## src/rtl/alu_issue_ctrl_pkg.sv

```systemverilog
// Shared definitions for the ALU issue controller: opsel codes, flag bit
// positions and FSM state encodings.
package alu_issue_ctrl_pkg;

  localparam logic [4:0] ALU_PASS = 5'd0;
  localparam logic [4:0] ALU_ADD  = 5'd1;
  localparam logic [4:0] ALU_SUB  = 5'd2;
  localparam logic [4:0] ALU_AND  = 5'd3;
  localparam logic [4:0] ALU_OR   = 5'd4;
  localparam logic [4:0] ALU_XOR  = 5'd5;
  localparam logic [4:0] ALU_MUL  = 5'd6;
  localparam logic [4:0] ALU_DIV  = 5'd7;
  localparam logic [4:0] ALU_POW  = 5'd8;

  localparam int ZF = 3;
  localparam int NF = 2;
  localparam int CF = 1;
  localparam int OF = 0;

  typedef enum logic [1:0] {
    ST_IDLE = 2'd0,
    ST_EXEC = 2'd1,
    ST_WB   = 2'd2
  } state_t;

  // Ops whose upper result half is architecturally written back to X.
  function automatic logic has_x_result(input logic [4:0] op);
    return (op == ALU_MUL) || (op == ALU_DIV) || (op == ALU_POW);
  endfunction

endpackage

```

## src/rtl/alu_issue_ctrl.sv

```systemverilog
// Issue controller for the shared 16-bit ALU: accepts one op, holds opsel until
// the ALU is ready (or a timeout), owns the ZNCO flags and pulses write-back.
module alu_issue_ctrl
  import alu_issue_ctrl_pkg::*;
#(
  parameter logic [4:0] IDLE_OP  = 5'd0,
  parameter int         MAX_WAIT = 64,
  parameter int         DST_W    = 3
) (
  input  logic             clk,
  input  logic             rst,
  input  logic             req_valid,
  output logic             req_ready,
  input  logic [4:0]       req_op,
  input  logic [15:0]      req_a,
  input  logic [15:0]      req_b,
  input  logic [15:0]      req_x,
  input  logic [DST_W-1:0] req_dst,
  input  logic             flag_load,
  input  logic [3:0]       flag_in,
  output logic [15:0]      alu_srcA,
  output logic [15:0]      alu_srcB,
  output logic [15:0]      alu_extra_X,
  output logic [4:0]       alu_opsel,
  input  logic [15:0]      alu_res,
  input  logic [15:0]      alu_extra_res,
  input  logic             alu_ready,
  input  logic [3:0]       alu_flag_next,
  output logic             alu_Cflag,
  output logic             alu_Oflag,
  output logic             wb_valid,
  output logic [DST_W-1:0] wb_dst,
  output logic [15:0]      wb_data,
  output logic             wb_x_valid,
  output logic [15:0]      wb_x_data,
  output logic             wb_err,
  output logic [3:0]       flags,
  output logic             busy
);

  localparam int CNT_W = $clog2(MAX_WAIT) + 1;
  localparam logic [CNT_W-1:0] LAST_WAIT = CNT_W'(MAX_WAIT - 1);

  state_t           state;
  logic [4:0]       op_q;
  logic [DST_W-1:0] dst_q;
  logic [CNT_W-1:0] wait_cnt;
  logic             capture;

  assign capture = (state == ST_EXEC) && alu_ready;

  always_ff @(posedge clk) begin
    if (rst) begin
      state       <= ST_IDLE;
      op_q        <= IDLE_OP;
      alu_opsel   <= IDLE_OP;
      alu_srcA    <= '0;
      alu_srcB    <= '0;
      alu_extra_X <= '0;
      dst_q       <= '0;
      wait_cnt    <= '0;
      flags       <= '0;
      wb_valid    <= 1'b0;
      wb_x_valid  <= 1'b0;
      wb_err      <= 1'b0;
      wb_data     <= '0;
      wb_x_data   <= '0;
    end else begin
      wb_valid   <= 1'b0;
      wb_x_valid <= 1'b0;
      wb_err     <= 1'b0;
      // A software flag load loses only to the ALU's own flag update.
      if (flag_load && !capture) begin
        flags <= flag_in;
      end
      case (state)
        ST_IDLE: begin
          if (req_valid) begin
            op_q        <= req_op;
            alu_opsel   <= req_op;
            alu_srcA    <= req_a;
            alu_srcB    <= req_b;
            alu_extra_X <= req_x;
            dst_q       <= req_dst;
            wait_cnt    <= '0;
            state       <= ST_EXEC;
          end
        end
        ST_EXEC: begin
          if (wait_cnt != '1) begin
            wait_cnt <= wait_cnt + 1'b1;
          end
          if (alu_ready) begin
            wb_data    <= alu_res;
            wb_x_data  <= alu_extra_res;
            flags      <= alu_flag_next;
            wb_valid   <= 1'b1;
            wb_x_valid <= has_x_result(op_q);
            alu_opsel  <= IDLE_OP;
            state      <= ST_WB;
          end else if (wait_cnt == LAST_WAIT) begin
            wb_valid  <= 1'b1;
            wb_err    <= 1'b1;
            alu_opsel <= IDLE_OP;
            state     <= ST_WB;
          end
        end
        ST_WB: begin
          state <= ST_IDLE;
        end
        default: begin
          alu_opsel <= IDLE_OP;
          state     <= ST_IDLE;
        end
      endcase
    end
  end

  assign req_ready = (state == ST_IDLE);
  assign busy      = (state != ST_IDLE);
  assign wb_dst    = dst_q;
  assign alu_Cflag = flags[CF];
  assign alu_Oflag = flags[OF];

endmodule

```

## config.mk

```make
export PLATFORM = sky130hd
export DESIGN_NAME = alu_issue_ctrl
export DESIGN_NICKNAME = d
export VERILOG_FILES = /design/src/rtl/alu_issue_ctrl_pkg.sv /design/src/rtl/alu_issue_ctrl.sv
export SDC_FILE = /design/constraint.sdc
export NUM_CORES = 1
export LEC_CHECK = 0
export CAP_MARGIN = 10
export CORE_ASPECT_RATIO = 1.2
export CORE_MARGIN = 5
export CORE_UTILIZATION = 43
export DETAILED_ROUTE_END_ITERATION = 8
export PLACE_DENSITY = 0.83
export SKIP_LAST_GASP = 1
export SLEW_MARGIN = 10
export SYNTH_ARGS = -nofsm -noshare
export SYNTH_HDL_FRONTEND = slang
export SYNTH_SLANG_ARGS = --single-unit
```

## constraint.sdc

```tcl
create_clock -name clk -period 2.81 [get_ports clk]
set_input_delay 0.4215 -clock clk [delete_from_list [all_inputs] [get_ports clk]]
set_output_delay 0.4215 -clock clk [all_outputs]
set_load 0.05 [all_outputs]
```

==> flow_metrics.tcl <==
set metrics [dict create \
    fin_skew_ns 0.00758 \
    grt_pass1_wl_mm 18.6 \
    grt_pass1_vias 3862 \
    antenna_found_initial 0 \
    synth_seq_cells 109 \
    cts.clk_slew.worst_paths_ns 0.09 \
    dp_hpwl_mm 8.66 \
    wl_mm 11.5 \
    reg2reg_slack_ns 1.06 \
    core_area_sq_um 9030 \
    setup.worst_path.start "state[0]" \
    place.port_buffers 199 \
    layout-drive-gt1-share_pct 4.65 \
    syn_area_sq_um 3980 \
    syn-num-nets 585 \
    syn_avg_cell_area_sq_um 8.24 \
    yosysUniqueCellTypes 41 \
    min_to "wb_x_data[15]" \
    comb_power_share_pct 24.5 \
    synthTopCellsByArea "dfxtp_1 55%, nand2_1 17%, a21oi_1 11%, buf_2 1.8%, buf_4 1.3%" \
    crit_slowest_cell "clkdlybuf4s50_1" \
    grt_start_max_net_pins 63 \
    first_iter_violations 186 \
    min-delay-start "wb_x_data[15]" \
    die_w_um 97.8 \
    p_leak_nw 2.21 \
    areaGrowthSynthToFinish_pct 54.3 \
    synth_warnings 0 \
    h-tree-depth 3 \
    critPathRequiredTime_ns 2.39 \
    drc 0 \
    status "completed" \
    setup_tns_ns 0 \
    finalInstanceArea_sq_um 6140 \
    post_cts_buffers 0 \
    crit_fanout 9 \
    cp_slowest_stage_delay_ns 0.79 \
    crit_type "reg -> out" \
    switchingPower_mw 1.07 \
    n_fill_cell 740 \
    clockBufferDepth 2 \
    final_common_cell "clkdlybuf4s50_1" \
    rsz0062_at_grt "false" \
    wl_per_cell_um 14.6 \
    cts-root-buf "clkbuf_8" \
    detail-route-antenna-nets 0 \
    setup_viol 0 \
    layout_common_cells "198 x clkdlybuf4s50_1, 180 x nand2_1, 109 x dfxtp_1, 91 x a21oi_1, 13 x nor2_1" \
    slew_headroom_pct 52.9 \
    highest_layer "met4" \
    async_flop_share_pct 0 \
    viasPerCell 4.92 \
    hold_class "reg -> reg" \
    hold_viol_final 0 \
    dpl_cell_area_sq_um 5960 \
    internal_power_mw 2.33 \
    utilization_pct 68.0 \
    routabilityCongestion 0.796 \
    worst_r2r_endpoint "wb_x_data[1]" \
    synth_ff_type "dfxtp_1" \
    cp.arrival_ns 1.88 \
    insertion_delay_ns 0.37 \
    synth_edf_count 0 \
    cts_tree "yes" \
    die_area_sq_um 11300 \
    final_cells 787 \
    fp.dieH_um 115 \
    ios 200 \
    start_util_pct 44.1 \
    slew_viol_final 0 \
    ir_drop_mv 0.409 \
    rows 38 \
    fin_crit_sh_pct 81.8 \
    timing.fmax_mhz 435 \
    met3_length_mm 1.11 \
    yosysTopAreaCellShare_pct 54.8 \
    met2_length_mm 5.62 \
    tightest_slew_ns 0.704 \
    drt-met1-wl_mm 4.57 \
    ctsHoldBuffers 0 \
    cts.sinks 109 \
    r2r_cells 4 \
    yosysTopAreaCell "dfxtp_1" \
    post-route-min-period_ns 2.30 \
    grt_use_total_pct 20.4 \
    finish.net_count 764 \
    cts_resized 0 \
    seqPwrFrac_pct 49.5 \
    n_antenna_cell 0 \
    drtPass1Iterations 4 \
    end_kind "output pin" \
    vias 3875 \
    crit_path_start_kind "register" \
    hold_depth 2 \
    crit-reg2reg-launch "state[0]" \
    synthCells 483 \
    swShare_pct 31.5 \
    yosysSeqAreaShare_pct 54.8 \
    numCtsBuffers 9 \
    crit_chain "nor2_1, inv_1, clkdlybuf4s50_1" \
    overflow 0 \
    powerDensity_nw_per_um2 552 \
    max-cap-violations 0 \
    power_frac_clock_pct 26.1 \
    place_inst 771 \
]
[layout make-up]
class / count / area (sq um) / share of cell area [%]
Clock inverter: 5 / 35.0 / 0.570
Timing Repair Buffer: 204 / 2030 / 33.0
Inverter: 4 / 15.0 / 0.244
Sequential cell: 109 / 2180 / 35.5
Multi-Input combinational cell: 334 / 1580 / 25.8
Clock buffer: 11 / 151 / 2.46
Tap cell: 120 / 150 / 2.44
[through the flow]
step,setup slack (ns),total power [mW],hold slack (ns)
finish,0.512,3.39,0.459
detailed placement,0.749,2.55,0.448
CTS,0.487,3.43,0.462
global route,0.393,3.56,0.477
global placement,0.840,2.53,0.441
floorplan,0.786,2.21,0.400
[Yosys cell counts (3+ instances only)]
cell type and count:
a211oi_1 5, a21oi_1 91, a22o_1 5, buf_2 14, buf_4 7, buf_6 4
clkbuf_1 10, dfxtp_1 109, inv_1 4, mux2i_1 4, nand2_1 181, nand3_1 3
nor2_1 13
[power by group through the flow]
stage	combinational, mW	sequential (mW)	clock [mW]
floorplan	0.235	1.97	0
global placement	0.825	1.71	0
detailed placement	0.835	1.71	0
CTS	0.838	1.68	0.913
global route	0.883	1.69	0.987
finish	0.830	1.68	0.885
[critical path, delay by kind of cell (launching register included)]
| family | cells | cell delay, ns |
|---|---|---|
| flip-flops | 1 | 0.52 |
| buffers and inverters | 2 | 0.86 |
| AND/OR/NAND/NOR | 1 | 0.13 |
[cell families (layout without fill, tap and decap cells)]
| group | after synthesis | count (layout) | synth area share (%) |
|---|---|---|---|
| AOI/OAI and AO/OA | 116 | 116 | 16.6 |
| adders and majority gates | 1 | 1 | 0.314 |
| buffers and inverters | 40 | 224 | 5.63 |
| DFF | 109 | 109 | 54.8 |
| muxes | 4 | 4 | 1.01 |
| and+or+nand+nor | 213 | 213 | 21.6 |
[metal layers]
metal / up-vias / global-route usage (%)
li1: 1944 / -
met1: 1769 / 22.4
met2: 150 / 34.9
met3: 12 / 8.86
met4: 0 / 8.13
met5: - / 0
[worst max path at each step]
stage / end / slack (ns)
floorplan: busy / 0.79
global route: busy / 0.39
finish: busy / 0.51
detailed placement: wb_x_data[1] / 0.75
CTS: busy / 0.49
global placement: flags[3] / 0.84
[flip-flops by register name, summed over array words and instances, names as in the netlist]
signal	flops
flags	4
wb_data	16
alu_srcB	16
alu_extra_X	16
alu_srcA	16
op_q	5
wb_x_data	16
alu_opsel	5
state	2
wb_dst	3
wait_cnt	7
wb_x_valid	1
wb_err	1
wb_valid	1
Power figures use the tool's default switching activity.
==> variant 1 (config.mk and constraints unchanged) <==
Set the parameter `MAX_WAIT` to 128 (it was 64).
--- a/src/rtl/alu_issue_ctrl.sv
+++ b/src/rtl/alu_issue_ctrl.sv
@@ -4,7 +4,7 @@
   import alu_issue_ctrl_pkg::*;
 #(
   parameter logic [4:0] IDLE_OP  = 5'd0,
-  parameter int         MAX_WAIT = 64,
+  parameter int         MAX_WAIT = 128,
   parameter int         DST_W    = 3
 ) (
   input  logic             clk,
Check against the original RTL: no difference found for any inputs over 4 cycles, from zero or initial values and one cycle with rst high; that may be too few to reach the edited logic, so the function may still have changed.
==> variant 1 against the original RTL <==
- clock skew increased by 0.0019 ns
- sequential cell count increased by 1
- worst hold slack got worse by 0.0071 ns
- area after synthesis increased by 2.8%
- total power increased by 16%
- via count increased by 3.9%
- largest cell class unchanged
- final area increased by 4.4%
- routed wire length increased by 4.6%
- non-clock buffer count increased by 2
- setup slack improved by 0.022 ns
==> variant 1: results (changes against the original RTL) <==
| Metric | Value |
|---|---|
| Pleak | 2.37 nW (+6.8%) |
| Vias in the first global route | 3951 (+2.3%) |
| Pin count of the biggest net entering global routing | 43 (-32%) |
| Worst-Skew Late Latency | 0.35 ns (-0.02 ns) |
| First-pass GRT wire length | 18600 um (-0.14%) |
| Total GRT Usage | 20.2% (-0.25 points) |
| Commonest cells post-synth | nand2_1 (185), dfxtp_1 (110), a21oi_1 (89) |
| Layout cells sized above 1 | 4.99% (+0.34 points) |
| Placed cell area | 0.00608 sq mm (+2.0%) |
| Min-Delay Path Class | reg2reg |
| Outcome | completed |
| Syn Nets | 598 (+2.2%) |
| Sequential area share after synthesis | 53.8% (-1.0 points) |
| Root buffer cell | clkbuf_16 |
| CP max FO | 7 (-2) |
| Max-slew headroom | 62.3% (+9.5 points) |
| Final wirelength | 12000 um (+4.6%) |
| Post-synthesis cell type count | 43 (+4.9%) |
| Dpl hpwl | 9100 um (+5.1%) |
| Clock transition at the registers of the reported paths | 0.07 ns (-0.02 ns) |
| Initial DRC count | 131 (-30%) |
| Pre-CTS WS | 0.598 ns (-0.151 ns) |
| Total iterations of the first detailed-routing run | 4 (unchanged) |
| Vias/cell | 5.00 (+1.6%) |
| Layout Nets | 779 (+2.0%) |
| Clock Skew | 0.00948 ns (+0.00191 ns) |
| Post CTS Setup Buffer Count | 0 (unchanged) |
| Fill count | 759 (+2.6%) |
| Largest cells by area after synthesis | dfxtp_1 (54%), nand2_1 (17%), a21oi_1 (11%) |
| Max rail drop VDD | 428 uV (+4.6%) |
| Placer Congestion | 0.833 (+4.6%) |
[variant 1: stage by stage]
step	std cells	utilization [%]	hold WS [ns]
2_1_floorplan	496	-	0.398
3_3_place_gp	789	64.5	0.441
3_5_place_dp	789	64.5	0.444
4_1_cts	805	68.1	0.447
5_1_grt	805	68.1	0.468
6_report	805	68.1	0.452
[variant 1: layout make-up]
class / instances / area [sq um] / area share [%]
flip-flops and latches: 110 / 2200 / 34.3
well taps: 123 / 154 / 2.40
clock buffers: 10 / 239 / 3.73
multi-input cells: 342 / 1640 / 25.5
repair buffers: 206 / 2050 / 32.0
inverters: 8 / 30.0 / 0.468
clock inverters: 6 / 93.8 / 1.46
[variant 1: kinds of logic (layout without fill, tap and decap cells)]
group | count (synthesis) | after routing | synth area share, %
and+or+nand+nor | 221 | 221 | 22.6
muxes | 4 | 4 | 0.978
adders and majority gates | 1 | 1 | 0.306
xor gates and xnor gates | 2 | 2 | 0.428
AOI/OAI and AO/OA | 114 | 114 | 15.5
buffers and inverters | 44 | 230 | 6.36
DFF | 110 | 110 | 53.8
[variant 1: metal layers]
layer	GRT usage, %	wire (um)
met4	9.02	306
met3	7.82	1230
met5	0	0
met1	20.9	4330
met2	36.3	6180
[variant 1: final timing paths]
check / from / end / slack, ns / depth (start not counted)
hold reg to reg: op_q[4] / wb_x_valid / 0.45 / 1
hold / removal: op_q[4] / wb_x_valid / 0.45 / 1
setup / recovery: state[0] / busy / 0.53 / 3
setup reg to reg: state[1] / alu_extra_X[12] / 1.10 / 4
[variant 1: worst max-delay path, delay by kind of cell (launching register included)]
kind          cells  cell delay, ns
flops             1            0.52
buf+inv           2            0.87
simple gates      1            0.13
[variant 1: power breakdown]
part	total (mW)	internal, mW	switching [mW]
combinational	0.852	0.335	0.516
sequential	1.69	1.64	0.0489
clock	1.38	0.813	0.569
total	3.93	2.79	1.13
==> variant 2 (same settings) <==
Made on the original files. The 3 states of `state_t` get a one-hot encoding in 3 bits.
--- a/src/rtl/alu_issue_ctrl_pkg.sv
+++ b/src/rtl/alu_issue_ctrl_pkg.sv
@@ -17,10 +17,10 @@
   localparam int CF = 1;
   localparam int OF = 0;
 
-  typedef enum logic [1:0] {
-    ST_IDLE = 2'd0,
-    ST_EXEC = 2'd1,
-    ST_WB   = 2'd2
+  typedef enum logic [2:0] {
+    ST_IDLE = 3'b001,
+    ST_EXEC = 3'b010,
+    ST_WB   = 3'b100
   } state_t;
 
   // Ops whose upper result half is architecturally written back to X.
Check against the original RTL: same outputs for any inputs over 4 cycles, from zero or initial values and one cycle with rst high; so few cycles prove little.
==> variant 2 against the original RTL <==
- die area is 2.9% higher
- area after synthesis is 3.2% higher
- final area is 4.9% higher
- total power is 8.0% higher
- sequential cell count is 1 higher
- setup slack worse by 0.25 ns
- non-clock buffer count is 3 higher
- routed wire length is 9.2% higher
- critical path depth is 1 lower
- critical path type unchanged
==> variant 2: results (changes against the original RTL) <==
| Metric | Value |
|---|---|
| Clock transition at the registers of the reported paths | 0.07 ns (-0.02 ns) |
| Max rail drop VDD | 350 uV (-15%) |
| Clock buffer depth | 2 (unchanged) |
| Min-Delay Path Class | in2reg |
| Worst-Skew Late Latency | 0.35 ns (-0.02 ns) |
| Dpl hpwl | 9420 um (+8.7%) |
| Max-slew headroom | 54.3% (+1.4 points) |
| Root buffer cell | clkbuf_16 |
| Layout cells sized above 1 | 4.70% (+0.051 points) |
| Outcome | completed |
| Sequential area share after synthesis | 53.6% (-1.2 points) |
| Clock Skew | 0.00618 ns (-0.00140 ns) |
| Most used DFF post-synth | dfxtp_1 |
| Vias/cell | 5.15 (+4.5%) |
| Largest cells by area after synthesis | dfxtp_1 (54%), nand2_1 (17%), a21oi_1 (11%) |
| CP max FO | 12 (+3) |
| Initial DRC count | 258 (+39%) |
| Crit path largest cell delay | 0.88 ns (+0.09 ns) |
| Total GRT Usage | 20.8% (+0.38 points) |
| Via count | 4138 (+6.8%) |
| Post-Place Cells | 788 (+2.2%) |
| Total iterations of the first detailed-routing run | 5 (+1) |
| Arr. time, crit path | 2.13 ns (+0.25 ns) |
| Layout Nets | 778 (+1.8%) |
| Routed wire per std cell | 15.6 um (+6.8%) |
| Vias in the first global route | 3997 (+3.5%) |
| First-pass GRT wire length | 19300 um (+3.7%) |
| Pleak | 2.36 nW (+6.4%) |
| Placer Congestion | 0.810 (+1.7%) |
| Syn Nets | 600 (+2.6%) |
| Post-synthesis cell type count | 39 (-4.9%) |
| Mean Syn Cell Area | 8.25 sq um (about the same) |
[variant 2: final cells by class]
type	instances	area [sq um]	area share (%)
flip-flops and latches	110	2200	34.2
repair buffers	207	2060	31.9
multi-input cells	344	1720	26.6
clock buffers	11	243	3.77
well taps	123	154	2.39
clock inverters	5	57.6	0.893
inverters	4	15.0	0.233
[variant 2: critical path: cells and delay by family, from the launching register on]
kind	cells	cell delay, ns
buf+inv	1	0.88
simple gates	1	0.38
flops	1	0.52
[variant 2: worst paths after layout]
kind / endpoint / slack, ns / from / depth (start not counted)
setup / recovery: req_ready / 0.26 / state[0] / 2
hold / removal: state[2] / 0.38 / rst / 3
setup reg to reg: alu_opsel[3] / 1.10 / wait_cnt[1] / 4
hold reg to reg: wb_x_valid / 0.45 / op_q[4] / 1
[variant 2: where the power goes]
| group | internal, mW | switching [mW] |
|---|---|---|
| sequential | 1.63 | 0.0401 |
| clock | 0.718 | 0.565 |
| combinational | 0.295 | 0.419 |
| total | 2.64 | 1.02 |
[variant 2: kinds of logic after synthesis]
kind of cell               share of synthesized area, %
muxes                                              1.25
AOI/OAI and AO/OA                                  16.8
buffers and inverters                              4.75
adders and majority gates                         0.305
DFF                                                53.6
and+or+nand+nor                                    23.2
[variant 2: per-stage QoR]
| stage | hold WS, ns | area, sq um | setup slack (ns) |
|---|---|---|---|
| after detailed placement | 0.444 | 6150 | 0.673 |
| after global placement | 0.439 | 6150 | 0.701 |
| after global routing | 0.388 | 6450 | 0.114 |
| after floorplan | 0.400 | 4110 | 0.0975 |
| after CTS | 0.376 | 6450 | 0.280 |
| final | 0.378 | 6450 | 0.263 |
[variant 2: routing by layer]
metal	track usage (%)	wire length, um
met5	0	0
met4	9.65	371
met3	7.59	1010
met2	36.7	6560
met1	22.3	4630
